$ cat src/rtl/johnson_monitor_if.sv
// Johnson monitor bundle: sample inputs (EN, Q, CLR_CNT) and registered status outputs.
// Latency: none (wires only); the monitor drives every status output from a flop.
// Backpressure: none; EN gates sampling, and the monitor can never stall its source.
//
// Signals:
//   EN        sample enable         Q         observed counter, Q[0] = first stage
//   CLR_CNT   sync clear of ERR_CNT IDX       decoded index of last legal sample
//   IDX_VALID last sample legal     LOCKED    tracking a correctly stepping sequence
//   ERR       fault-while-locked    WRAP      locked step from 2N-1 to 0
//   ERR_CNT   saturating ERR count
interface johnson_monitor_if #(
    parameter int N     = 4,
    parameter int CNT_W = 8
);
    localparam int IW = $clog2(2 * N);

    logic             EN;
    logic [N-1:0]     Q;
    logic             CLR_CNT;
    logic [IW-1:0]    IDX;
    logic             IDX_VALID;
    logic             LOCKED;
    logic             ERR;
    logic             WRAP;
    logic [CNT_W-1:0] ERR_CNT;

    // Stimulus side: drives the sample inputs and observes status.
    modport master (
        output EN, Q, CLR_CNT,
        input  IDX, IDX_VALID, LOCKED, ERR, WRAP, ERR_CNT
    );

    // Monitor side.
    modport slave (
        input  EN, Q, CLR_CNT,
        output IDX, IDX_VALID, LOCKED, ERR, WRAP, ERR_CNT
    );
endinterface

$ cat src/rtl/johnson_monitor.sv
// Johnson counter monitor: decodes Q, checks for +1 steps, locks and reports faults.
// Latency: 1 edge; a sample taken at edge t is reflected on all outputs right after t.
// Backpressure: none; EN=0 freezes all state and forces the ERR/WRAP pulses low.
//
// Ports:
//   CLK  rising-edge clock
//   CLR  asynchronous active-low reset (the only reset)
//   mon  johnson_monitor_if.slave: EN, Q, CLR_CNT in; IDX, IDX_VALID, LOCKED,
//        ERR, WRAP, ERR_CNT out (all registered)
module johnson_monitor #(
    parameter int N        = 4,
    parameter int LOCK_CNT = 2,
    parameter int CNT_W    = 8,
    parameter int IW       = $clog2(2 * N)
) (
    input  logic               CLK,
    input  logic               CLR,
    johnson_monitor_if.slave   mon
);

    localparam logic [IW-1:0] LAST_IDX = IW'(2 * N - 1);
    localparam logic [3:0]    LOCK_TGT = 4'(LOCK_CNT);

    typedef enum logic {
        ST_SEARCH = 1'b0,
        ST_LOCKED = 1'b1
    } state_t;

    // Registered state
    state_t           state_q,   state_d;
    logic [3:0]       step_cnt_q, step_cnt_d;
    logic [IW-1:0]    prev_q,    prev_d;
    logic             prev_vld_q, prev_vld_d;
    logic [IW-1:0]    idx_q,     idx_d;
    logic             idx_vld_q, idx_vld_d;
    logic             err_q,     err_d;
    logic             wrap_q,    wrap_d;
    logic [CNT_W-1:0] err_cnt_q, err_cnt_d;

    // Decode / classification
    logic             legal;
    logic [IW-1:0]    dec_idx;
    logic [N-1:0]     pat;
    logic [IW-1:0]    prev_next;
    logic             is_step;
    logic             is_hold;
    logic             is_fault;
    logic             wrap_cand;
    logic [3:0]       step_inc;
    logic [CNT_W-1:0] err_cnt_sat;

    // Decoder: compare Q against each of the 2N legal patterns.
    // Index i <= N: the low i stages are ones (fill phase).
    // Index N+k:    the low k stages are zeros, rest ones (drain phase).
    always_comb begin
        legal   = 1'b0;
        dec_idx = '0;
        pat     = '0;
        for (int i = 0; i < 2 * N; i++) begin
            for (int j = 0; j < N; j++) begin
                if (i <= N) begin
                    pat[j] = (j < i);
                end else begin
                    pat[j] = (j >= i - N);
                end
            end
            if (mon.Q == pat) begin
                legal   = 1'b1;
                dec_idx = IW'(i);
            end
        end
    end

    assign prev_next   = (prev_q == LAST_IDX) ? '0 : prev_q + 1'b1;
    assign step_inc    = step_cnt_q + 4'd1;
    assign err_cnt_sat = (err_cnt_q == {CNT_W{1'b1}}) ? err_cnt_q : err_cnt_q + 1'b1;

    // Next-state and output logic
    always_comb begin
        state_d    = state_q;
        step_cnt_d = step_cnt_q;
        prev_d     = prev_q;
        prev_vld_d = prev_vld_q;
        idx_d      = idx_q;
        idx_vld_d  = idx_vld_q;
        err_d      = 1'b0;
        wrap_d     = 1'b0;
        err_cnt_d  = err_cnt_q;
        is_step    = 1'b0;
        is_hold    = 1'b0;
        is_fault   = 1'b0;
        wrap_cand  = 1'b0;

        if (mon.EN) begin
            if (legal) begin
                idx_d      = dec_idx;
                idx_vld_d  = 1'b1;
                prev_d     = dec_idx;
                prev_vld_d = 1'b1;
                // Without a valid previous index the sample only seeds it.
                if (prev_vld_q) begin
                    if (dec_idx == prev_q) begin
                        is_hold = 1'b1;
                    end else if (dec_idx == prev_next) begin
                        is_step = 1'b1;
                    end else begin
                        is_fault = 1'b1;
                    end
                end
            end else begin
                // Illegal code: IDX keeps the last legal value, history is dropped.
                idx_vld_d  = 1'b0;
                prev_vld_d = 1'b0;
                is_fault   = 1'b1;
            end

            wrap_cand = is_step && (prev_q == LAST_IDX);

            case (state_q)
                ST_SEARCH: begin
                    if (is_step) begin
                        if (step_inc == LOCK_TGT) begin
                            // The locking step itself may wrap and is reported.
                            state_d    = ST_LOCKED;
                            step_cnt_d = '0;
                            wrap_d     = wrap_cand;
                        end else begin
                            step_cnt_d = step_inc;
                        end
                    end else if (is_fault) begin
                        step_cnt_d = '0;
                    end
                end
                ST_LOCKED: begin
                    if (is_step) begin
                        wrap_d = wrap_cand;
                    end else if (is_fault) begin
                        err_d      = 1'b1;
                        err_cnt_d  = err_cnt_sat;
                        state_d    = ST_SEARCH;
                        step_cnt_d = '0;
                    end
                end
                default: begin
                    state_d    = ST_SEARCH;
                    step_cnt_d = '0;
                end
            endcase
        end

        // Clear beats a same-edge increment and ignores EN.
        if (mon.CLR_CNT) begin
            err_cnt_d = '0;
        end
    end

    always_ff @(posedge CLK or negedge CLR) begin
        if (!CLR) begin
            state_q    <= ST_SEARCH;
            step_cnt_q <= '0;
            prev_q     <= '0;
            prev_vld_q <= 1'b0;
            idx_q      <= '0;
            idx_vld_q  <= 1'b0;
            err_q      <= 1'b0;
            wrap_q     <= 1'b0;
            err_cnt_q  <= '0;
        end else begin
            state_q    <= state_d;
            step_cnt_q <= step_cnt_d;
            prev_q     <= prev_d;
            prev_vld_q <= prev_vld_d;
            idx_q      <= idx_d;
            idx_vld_q  <= idx_vld_d;
            err_q      <= err_d;
            wrap_q     <= wrap_d;
            err_cnt_q  <= err_cnt_d;
        end
    end

    assign mon.IDX       = idx_q;
    assign mon.IDX_VALID = idx_vld_q;
    assign mon.LOCKED    = (state_q == ST_LOCKED);
    assign mon.ERR       = err_q;
    assign mon.WRAP      = wrap_q;
    assign mon.ERR_CNT   = err_cnt_q;

endmodule

$ cat src/flat_wrapper.sv
// flat-port wrapper written by rule: the top's interface ports become plain ports
module johnson_monitor_flat 
#(
    parameter int N        = 4,
    parameter int LOCK_CNT = 2,
    parameter int CNT_W    = 8,
    parameter int IW       = $clog2(2 * N)
)
  (CLK, CLR, mon_EN, mon_Q, mon_CLR_CNT, mon_IDX, mon_IDX_VALID, mon_LOCKED, mon_ERR, mon_WRAP, mon_ERR_CNT);
  johnson_monitor_if #(.N(N), .CNT_W(CNT_W)) mon_i ();
  input  logic CLK;
  input  logic CLR;
  input wire logic [$bits(mon_i.EN)-1:0] mon_EN;
  input wire logic [$bits(mon_i.Q)-1:0] mon_Q;
  input wire logic [$bits(mon_i.CLR_CNT)-1:0] mon_CLR_CNT;
  output wire logic [$bits(mon_i.IDX)-1:0] mon_IDX;
  output wire logic [$bits(mon_i.IDX_VALID)-1:0] mon_IDX_VALID;
  output wire logic [$bits(mon_i.LOCKED)-1:0] mon_LOCKED;
  output wire logic [$bits(mon_i.ERR)-1:0] mon_ERR;
  output wire logic [$bits(mon_i.WRAP)-1:0] mon_WRAP;
  output wire logic [$bits(mon_i.ERR_CNT)-1:0] mon_ERR_CNT;
  assign mon_i.EN = mon_EN;
  assign mon_i.Q = mon_Q;
  assign mon_i.CLR_CNT = mon_CLR_CNT;
  assign mon_IDX = mon_i.IDX;
  assign mon_IDX_VALID = mon_i.IDX_VALID;
  assign mon_LOCKED = mon_i.LOCKED;
  assign mon_ERR = mon_i.ERR;
  assign mon_WRAP = mon_i.WRAP;
  assign mon_ERR_CNT = mon_i.ERR_CNT;
  johnson_monitor #(.N(N), .LOCK_CNT(LOCK_CNT), .CNT_W(CNT_W), .IW(IW)) u_core (.CLK(CLK), .CLR(CLR), .mon(mon_i));
endmodule
$ cat config.mk
export PLATFORM = sky130hd
export DESIGN_NAME = johnson_monitor_flat
export DESIGN_NICKNAME = d
export VERILOG_FILES = /design/src/rtl/johnson_monitor_if.sv /design/src/rtl/johnson_monitor.sv /design/src/flat_wrapper.sv
export SDC_FILE = /design/constraint.sdc
export NUM_CORES = 1
export LEC_CHECK = 0
export BUFFER_PORTS_ARGS = -buffer_cell sky130_fd_sc_hd__buf_2
export CORE_AREA = 4 4 58 60
export DETAILED_ROUTE_END_ITERATION = 10
export DIE_AREA = 0 0 62 64
export PLACE_DENSITY = 0.81
export SYNTH_ARGS = -nofsm -noshare
export SYNTH_HDL_FRONTEND = slang
export SYNTH_SLANG_ARGS = --single-unit
$ cat constraint.sdc
create_clock -name CLK -period 7.25 [get_ports CLK]
set_input_delay 1.45 -clock CLK [delete_from_list [all_inputs] [get_ports CLK]]
set_output_delay 1.45 -clock CLK [all_outputs]
set_load 0.02 [all_outputs]
; Word level (Yosys, flattened, before mapping)
; Cells that the tools add are included.
[classes]
magnitude_cmp = 0
n_bitwise = 1
addsub = 3
n_mul = 0
n_reduce_logical = 8
n_eq_ne = 15
n_mux = 52
shift = 0
div = 0
[ops]
columns = op, count
row1 = $mux 8, 6
row2 = $mux 1, 32
row3 = $eq 4x4->1 const B, 4
row4 = $mux 4, 4
row5 = $mux 3, 5
row6 = $add 8x1->8 const B, 1
row7 = $eq 4x2->1 const B, 2
row8 = $eq 8x8->1 const B, 1
row9 = $pmux 4 s2, 1
row10 = $eq 3x3->1, 2
row11 = $ne 2x2->1 const B, 3
row12 = $reduce_bool 2->1, 3
row13 = $reduce_and 5->1, 1
row14 = $add 4x1->4 const B, 1
row15 = $eq 4x1->1 const B, 1
row16 = $eq 4x3->1 const B, 1
row17 = $logic_not 4->1, 1
row18 = $mux 2, 2
row19 = $pmux 1 s2, 2
row20 = $reduce_and 2->1, 2
row21 = $add 3x1->3 const B, 1
row22 = $eq 3x3->1 const B, 1
row23 = $logic_and 1x1->1, 1
row24 = $not 1->1, 1
[word_totals]
output_inout_bits = 15
regBits = 19
mem_count = 0
rom_bits = 0
input_bits = 8
latch_bits = 0
elab_cells = 86
ram_bits = 0

; Depth between registers and ports, before layout
; Gate-level depths: netlist of run 1.
[logic_depth]
word_depth = 19
mapped_depth = 9
mapped_depth_nobuf = 8

; Worst setup path after synthesis of run 1
; No wires, ideal clock.
[synth_path]
path_type = input port to flip-flop
start = in mon_Q[3]
end = reg u_core.err_cnt_q[4] (netlist: u_core.mon.ERR_CNT[4])
path_buffers = 2
t_arrival_ns = 3.201
required_time_ns = 7.122
path_stages = 8
path_slack_ns = 3.921
setup_time_ns = 0.128
cell_sequence = clkbuf_1 -> xor2_1 -> a2111oi_2 -> nand4b_2 -> o311ai_4 -> buf_6 -> nor3_1 -> mux2_1
[synth_via]
elab_chain_cells = 16
word_cells_on_any_way = 38
classes_between = eq/ne (10) / mux (25) / reduce/logical (3)
[synth_lines]
columns = element, line
row1 = start: declaration, flat_wrapper.sv:14  ; input wire logic [$bits(mon_i.Q)-1:0] mon_Q;
row2 = $eq 4x1->1, johnson_monitor.sv:67  ; if (mon.Q == pat) begin
row3 = $mux 1, johnson_monitor.sv:67
row4 = $mux 2 (2 in series), johnson_monitor.sv:67
row5 = $mux 3 (4 in series), johnson_monitor.sv:67
row6 = $eq 3x3->1, johnson_monitor.sv:104  ; end else if (dec_idx == prev_next) begin
row7 = $mux 1, johnson_monitor.sv:104
row8 = $mux 1, johnson_monitor.sv:102  ; if (dec_idx == prev_q) begin
row9 = $mux 1, johnson_monitor.sv:101  ; if (prev_vld_q) begin
row10 = $mux 1, johnson_monitor.sv:95  ; if (legal) begin
row11 = $mux 1, johnson_monitor.sv:94  ; if (mon.EN) begin
row12 = $ne 2x2->1 (no source line) / $reduce_bool 2->1 (equally long branches), -
row13 = $reduce_and 5->1 (no source line) (*), -
row14 = end signal: assignment, johnson_monitor.sv:177  ; err_cnt_q <= err_cnt_d;
row15 = end: declaration, johnson_monitor.sv:38  ; logic [CNT_W-1:0] err_cnt_q, err_cnt_d;
; Mark *: on every way between the ends. The rest lies on a longest branch, timed or not. The select of a mux whose other input is x is not followed.
; A chain may end at the register's enable or synchronous reset.

; Final worst setup path of run 1
[layout_path]
start = in mon_Q[1]
end = reg u_core.err_cnt_q[3] (netlist: u_core.mon.ERR_CNT[3])
; The elaborated chain is that of the path after synthesis.

==> impl_metrics.tcl, run 1 <==
set metrics [dict create \
    outcome "finished clean" \
    syn_to_final_growth_pct 7.43 \
    rsz0062_at_grt "no" \
    grt.overflow.total 0 \
    use_met1 0.269 \
    insertion_delay_ns 0.30 \
    drc 0 \
    antenna_found_initial 0 \
    met2_usage 0.271 \
    path_class "input port to flop" \
    numCtsBuffers 3 \
    dieWidth_um 62 \
    cp_max_fo 19 \
    nets 204 \
    p_sw_w 0.000126 \
    reg2reg_to "u_core.mon.ERR_CNT[5]" \
    rows 20 \
    busiest_layer "met2" \
    min_period_over_period 0.457 \
    hold_path_startpoint "u_core.step_cnt_q[0]" \
    ys_ff_latch 19 \
    hold-path-cell-count 1 \
    routedWlPerCell_um 14.6 \
    core-area_um2 2930 \
    synth_nets 187 \
    dp.cells 219 \
    via_per_inst 6.11 \
    dr.pass1.iters 4 \
    worst_slew_pin_slew_ns 0.702 \
    ys_warn_count 0 \
    ant_nets 0 \
    grt_pass1_wl_um 5760 \
    synth-edff-count 0 \
    clk_path_buf_depth 2 \
    grt_max_degree 20 \
    max_freq_ghz 0.302 \
    r2r_setup_slack_ns 4.31 \
    slew_headroom 0.528 \
    htree_levels 1 \
    layout-drive-gt1-share 0.174 \
    initial_core_util 0.512 \
    p_per_area_nw_per_um2 193 \
    async_flop_share 1.00 \
    mostFrequentLayoutCell "buf_2" \
    fin_crit_ns 3.31 \
    syn_avg_cell_area_um2 8.61 \
    timing.rr.start "u_core.prev_q[0]" \
    final_max_slew_viol_count 0 \
    synthCells 174 \
    grtUsageMet3 0.0303 \
    hold_end "u_core.step_cnt_q[0]" \
    diodes 0 \
    critPathArrivalTime_ns 3.51 \
    cts_tree "built" \
    hp-class "flop to flop" \
    layout_common_cells "22 x buf_2, 19 x dfrtp_1, 15 x nand2_1" \
    pin_count 23 \
    place_ws_ns 3.63 \
    cp-end-kind "flop" \
    track_usage 0.186 \
    n_fill_cell 277 \
    synth_cell_types 52 \
    seq_area_frac_synth 0.317 \
    finalWeightedCongestion 0.834 \
    io_buffers 22 \
    dp_hpwl_um 2360 \
    internal_power_w 0.000185 \
    drv_cap 0 \
    dieArea_um2 3970 \
    die_y_um 64 \
    ys.flop_type "dfrtp_1" \
    peakVddDrop_mv 0.117 \
    dr.first_iter.drc_count 115 \
    grt_pass1_vias 1244 \
    wirelength_um 3260 \
    setup_ws_ns 3.94 \
    reg2reg_depth 8 \
    synth_area_um2 1500 \
    hold_buffers 0 \
    fin_cells 223 \
    finalSetupTns_ns 0 \
    cts_post_setup_buffers_inserted 0 \
    clkPwrFrac 0.179 \
    cts_sinks 19 \
    clk_pin_slew_ns 0.11 \
    fin_skew_ns 0.00248 \
    swShare 0.404 \
    cp-start-kind "input port" \
    crit_required_ns 7.44 \
    p_seq_frac 0.431 \
    combPwrFrac 0.390 \
    cts_resized 0 \
    root_buffer "clkbuf_4" \
    finalHoldViolCount 0 \
    setup-violations-final 0 \
    p_leak_nw 0.685 \
    num_vias 1362 \
]
stage by stage:
stage	instance area, um2	util	hold slack [ns]	power, W
2_1_floorplan	1500	-	0.521	0.000229
3_3_place_gp	1580	0.541	0.553	0.000254
3_5_place_dp	1580	0.541	0.561	0.000256
4_1_cts	1610	0.550	0.576	0.000311
5_1_grt	1610	0.550	0.629	0.000333
6_report	1610	0.550	0.566	0.000311
cells by family (layout without fill, tap and decap cells):
group	count (synthesis)	in the layout	synth area share
XOR/XNOR	6	6	0.0351
multiplexers	7	7	0.0492
adder cells (fa/ha/maj)	5	5	0.0417
AND/OR/NAND/NOR	70	70	0.268
buffers and inverters	18	34	0.0643
flip-flops	19	19	0.317
AO/OA/AOI/OAI	49	49	0.225
worst max-delay path: stages:
cell and delay [ns]:
buf_2 0.28, nand2_1 0.08, a2111oi_1 0.54, nor4b_2 0.14, o311ai_4 0.53, nor3_1 0.14
mux2_1 0.34
flip-flops by register name, indices dropped and copies added, names as in the netlist:
name                  flops
u_core.mon.ERR_CNT        8
u_core.step_cnt_q         4
u_core.prev_q             3
u_core.mon.ERR            1
u_core.mon.IDX_VALID      1
u_core.mon.LOCKED         1
u_core.mon.WRAP           1
how the worst max path moves through the flow:
stage / from / slack (ns) / depth (start not counted) / endpoint
3_3_place_gp: mon_Q[1] / 3.69 / 7 / u_core.mon.ERR_CNT[5]
2_1_floorplan: mon_Q[3] / 3.92 / 8 / u_core.mon.ERR_CNT[4]
5_1_grt: mon_Q[1] / 3.72 / 7 / u_core.step_cnt_q[1]
3_5_place_dp: mon_Q[1] / 3.63 / 7 / u_core.mon.ERR_CNT[3]
4_1_cts: mon_Q[1] / 3.95 / 7 / u_core.mon.ERR_CNT[3]
6_report: mon_Q[1] / 3.94 / 7 / u_core.mon.ERR_CNT[3]
cell usage after synthesis, types with 3 or more instances:
| cell type | n | area (um2) |
|---|---|---|
| a211oi_1 | 3 | 22.5 |
| a21oi_1 | 14 | 70.1 |
| a31oi_1 | 4 | 25.0 |
| buf_6 | 3 | 33.8 |
| clkbuf_1 | 4 | 15.0 |
| dfrtp_1 | 19 | 475 |
| ha_1 | 5 | 62.6 |
| inv_1 | 6 | 22.5 |
| mux2_1 | 3 | 33.8 |
| mux2i_1 | 4 | 40.0 |
| nand2_1 | 15 | 56.3 |
| nand2b_1 | 4 | 25.0 |
| nand3_1 | 6 | 30.0 |
| nand4_1 | 4 | 25.0 |
| nor2_1 | 14 | 52.6 |
| nor2b_1 | 3 | 18.8 |
| nor3_1 | 4 | 20.0 |
| o21ai_0 | 3 | 15.0 |
| o21ai_1 | 9 | 45.0 |
| o31ai_1 | 3 | 22.5 |
| or3_1 | 4 | 25.0 |
| xnor2_1 | 4 | 35.0 |
routing by layer:
| layer | vias up | wire length, um |
|---|---|---|
| met3 | 2 | 183 |
| met2 | 38 | 1510 |
| met4 | 0 | 14 |
| met1 | 647 | 1550 |
| li1 | 675 | - |
| met5 | - | 0 |
power by group through the flow:
stage          Sequential, W  Combinational (W)  Clock (W)
2_1_floorplan       0.000141          0.0000877          0
3_3_place_gp        0.000135           0.000118          0
3_5_place_dp        0.000136           0.000121          0
4_1_cts             0.000134           0.000121  0.0000556
5_1_grt             0.000137           0.000135  0.0000608
6_report            0.000134           0.000121  0.0000556
layout make-up:
class / instances / area, um2 / area share
timing repair buffer: 22 / 110 / 0.0684
inverter: 8 / 30.0 / 0.0186
sequential: 19 / 475 / 0.295
multi-input combinational: 137 / 927 / 0.576
tap: 33 / 41.3 / 0.0256
clock buffer: 4 / 26.3 / 0.0163
No activity file was read; power rests on OpenSTA's default activity.
==> inputs of run 2 (changes only) <==
--- a/config.mk
+++ b/config.mk
@@ -6,10 +6,10 @@
 export NUM_CORES = 1
 export LEC_CHECK = 0
 export BUFFER_PORTS_ARGS = -buffer_cell sky130_fd_sc_hd__buf_2
-export CORE_AREA = 4 4 58 60
+export CORE_AREA = 4 4 60 62
 export DETAILED_ROUTE_END_ITERATION = 10
-export DIE_AREA = 0 0 62 64
-export PLACE_DENSITY = 0.81
+export DIE_AREA = 0 0 64 66
+export PLACE_DENSITY = 0.8
 export SYNTH_ARGS = -nofsm -noshare
 export SYNTH_HDL_FRONTEND = slang
 export SYNTH_SLANG_ARGS = --single-unit
==> constraint.sdc (replaced) <==
create_clock -name CLK -period 2.8 [get_ports CLK]
set_input_delay 0.56 -clock CLK [delete_from_list [all_inputs] [get_ports CLK]]
set_output_delay 0.56 -clock CLK [all_outputs]
set_load 0.02 [all_outputs]
==> impl_metrics.tcl, run 2 (synthesis results as in run 1) <==
set metrics [dict create \
    crit_required_ns 3.00 \
    cts_resized 0 \
    p_total_w 0.000826 \
    hp-class "input port to async pin" \
    cp-end-kind "flop" \
    internal_power_w 0.000499 \
    rows 20 \
    diodes 0 \
    top_layer "met4" \
    grt_pass1_wl_um 5320 \
    insertion_delay_ns 0.30 \
    grt_pass1_vias 1137 \
    worst_slew_pin_slew_ns 0.541 \
    cts_tree "built" \
    rsz0062_at_grt "no" \
    nets 211 \
    mostFrequentLayoutCell "buf_2" \
    path_class "flop to flop" \
    root_buffer "clkbuf_4" \
    layout-drive-gt1-share 0.203 \
    p_leak_nw 0.718 \
    clkPwrFrac 0.176 \
    finalWeightedCongestion 0.846 \
    grt_max_degree 20 \
    swShare 0.397 \
    track_usage 0.157 \
    critical_path.most_common_cell "ha_1" \
    crit_path_cell_trace "ha_1, ha_1, and4b_4, or4_4, nand4b_2, o311ai_4, nor4_1, mux2_1" \
    p_per_area_nw_per_um2 493 \
    die_y_um 66 \
    clk_pin_slew_ns 0.11 \
    fin_skew_ns 0.00325 \
    ant_nets 0 \
    slew_headroom 0.638 \
    hold_buffers 0 \
    antenna_found_initial 0 \
    numCtsBuffers 3 \
    pin_count 23 \
    syn_to_final_growth_pct 11.9 \
    grt.overflow.total 0 \
    min_period_over_period 0.957 \
    via_per_inst 5.71 \
    final_max_slew_viol_count 0 \
    layout_common_cells "22 x buf_2, 19 x dfrtp_1, 15 x nand2_1" \
    critPathArrivalTime_ns 2.88 \
    max_stage_delay_ns 0.48 \
    wirelength_um 3240 \
    num_vias 1376 \
    drc 0 \
    cts_post_setup_buffers_inserted 0 \
    dp.cells 237 \
    cp_max_fo 7 \
    finalSetupTns_ns 0 \
    dr.pass1.iters 4 \
    cp-start-kind "flop" \
    p_sw_w 0.000328 \
    wl_met3_um 120 \
    htree_levels 1 \
    fin_crit_ns 2.68 \
    combPwrFrac 0.423 \
    setup-violations-final 0 \
    n_fill_cell 284 \
    drv_cap 0 \
    final_util 0.554 \
    routedWlPerCell_um 13.4 \
    dr.first_iter.drc_count 109 \
    io_buffers 22 \
    p_seq_frac 0.401 \
    wl_met1_um 1600 \
    dieArea_um2 4220 \
    peakVddDrop_mv 0.212 \
    max_freq_ghz 0.373 \
    design_area_um2 1680 \
    placed_cell_area_um2 1650 \
    fin_cells 241 \
    crit_slowest_cell "or4_4" \
    dr_wl_met2_um 1480 \
    initial_core_util 0.495 \
    outcome "finished clean" \
    clk_path_buf_depth 2 \
    finalHoldViolCount 0 \
    dp_hpwl_um 2380 \
    dieWidth_um 64 \
    core-area_um2 3030 \
    largest_reg_flops 8 \
    cts_sinks 19 \
]
==> run 2: changes by cell type in the layout (fill, tap and decap cells not counted), sizes merged <==
cell | before | now
buf | 22 | 29
==> run 2: through the flow <==
| stage | hold slack, ns | setup slack, ns |
|---|---|---|
| after floorplan | 0.264 | 0.0151 |
| after global placement | 0.521 | 0.182 |
| after detailed placement | 0.525 | 0.125 |
| after CTS | 0.191 | 0.113 |
| after global routing | 0.202 | 0.00343 |
| final | 0.174 | 0.119 |
==> run 2: cell type report <==
cell class	count	area [um2]	area share
well taps	44	55.1	0.0328
inverters	8	30.0	0.0179
repair buffers	29	163	0.0970
multi-input cells	137	927	0.553
clock buffers	4	26.3	0.0157
flip-flops and latches	19	475	0.284
==> run 2: power by group through the flow <==
stage                     logic (W)  registers (W)  clock network (W)
after global routing       0.000385       0.000337           0.000161
final                      0.000349       0.000332           0.000145
after CTS                  0.000351       0.000332           0.000146
after floorplan            0.000227       0.000365                  0
after detailed placement   0.000349       0.000337                  0
after global placement     0.000343       0.000337                  0
==> run 2: metal layers <==
| layer | vias to the layer above | track usage |
|---|---|---|
| met5 | - | 0 |
| met1 | 646 | 0.221 |
| li1 | 695 | - |
| met4 | 0 | 0.0485 |
| met3 | 4 | 0.0153 |
| met2 | 31 | 0.253 |
==> run 2: critical path, delay by kind of cell, from the launching register on <==
kind	cells	cell delay [ns]
adders and majority gates	2	0.52
and+or+nand+nor	4	1.17
muxes	1	0.35
DFF	1	0.39
AOI/OAI and AO/OA	1	0.15
==> run 2: path summary, 6_finish.rpt <==
kind | start | end | slack, ns | depth (start not counted)
worst max-delay path | u_core.prev_q[0] | u_core.mon.ERR_CNT[5] | 0.12 | 8
worst min register to register | u_core.step_cnt_q[0] | u_core.step_cnt_q[0] | 0.58 | 1
worst min-delay path | CLR | u_core.mon.ERR | 0.17 | 1
worst max register to register | u_core.prev_q[0] | u_core.mon.ERR_CNT[5] | 0.12 | 8
min in group CLK | mon_CLR_CNT | u_core.mon.ERR_CNT[0] | 0.54 | 2
max in group asynchronous | CLR | u_core.mon.ERR_CNT[4] | 2.33 | 1
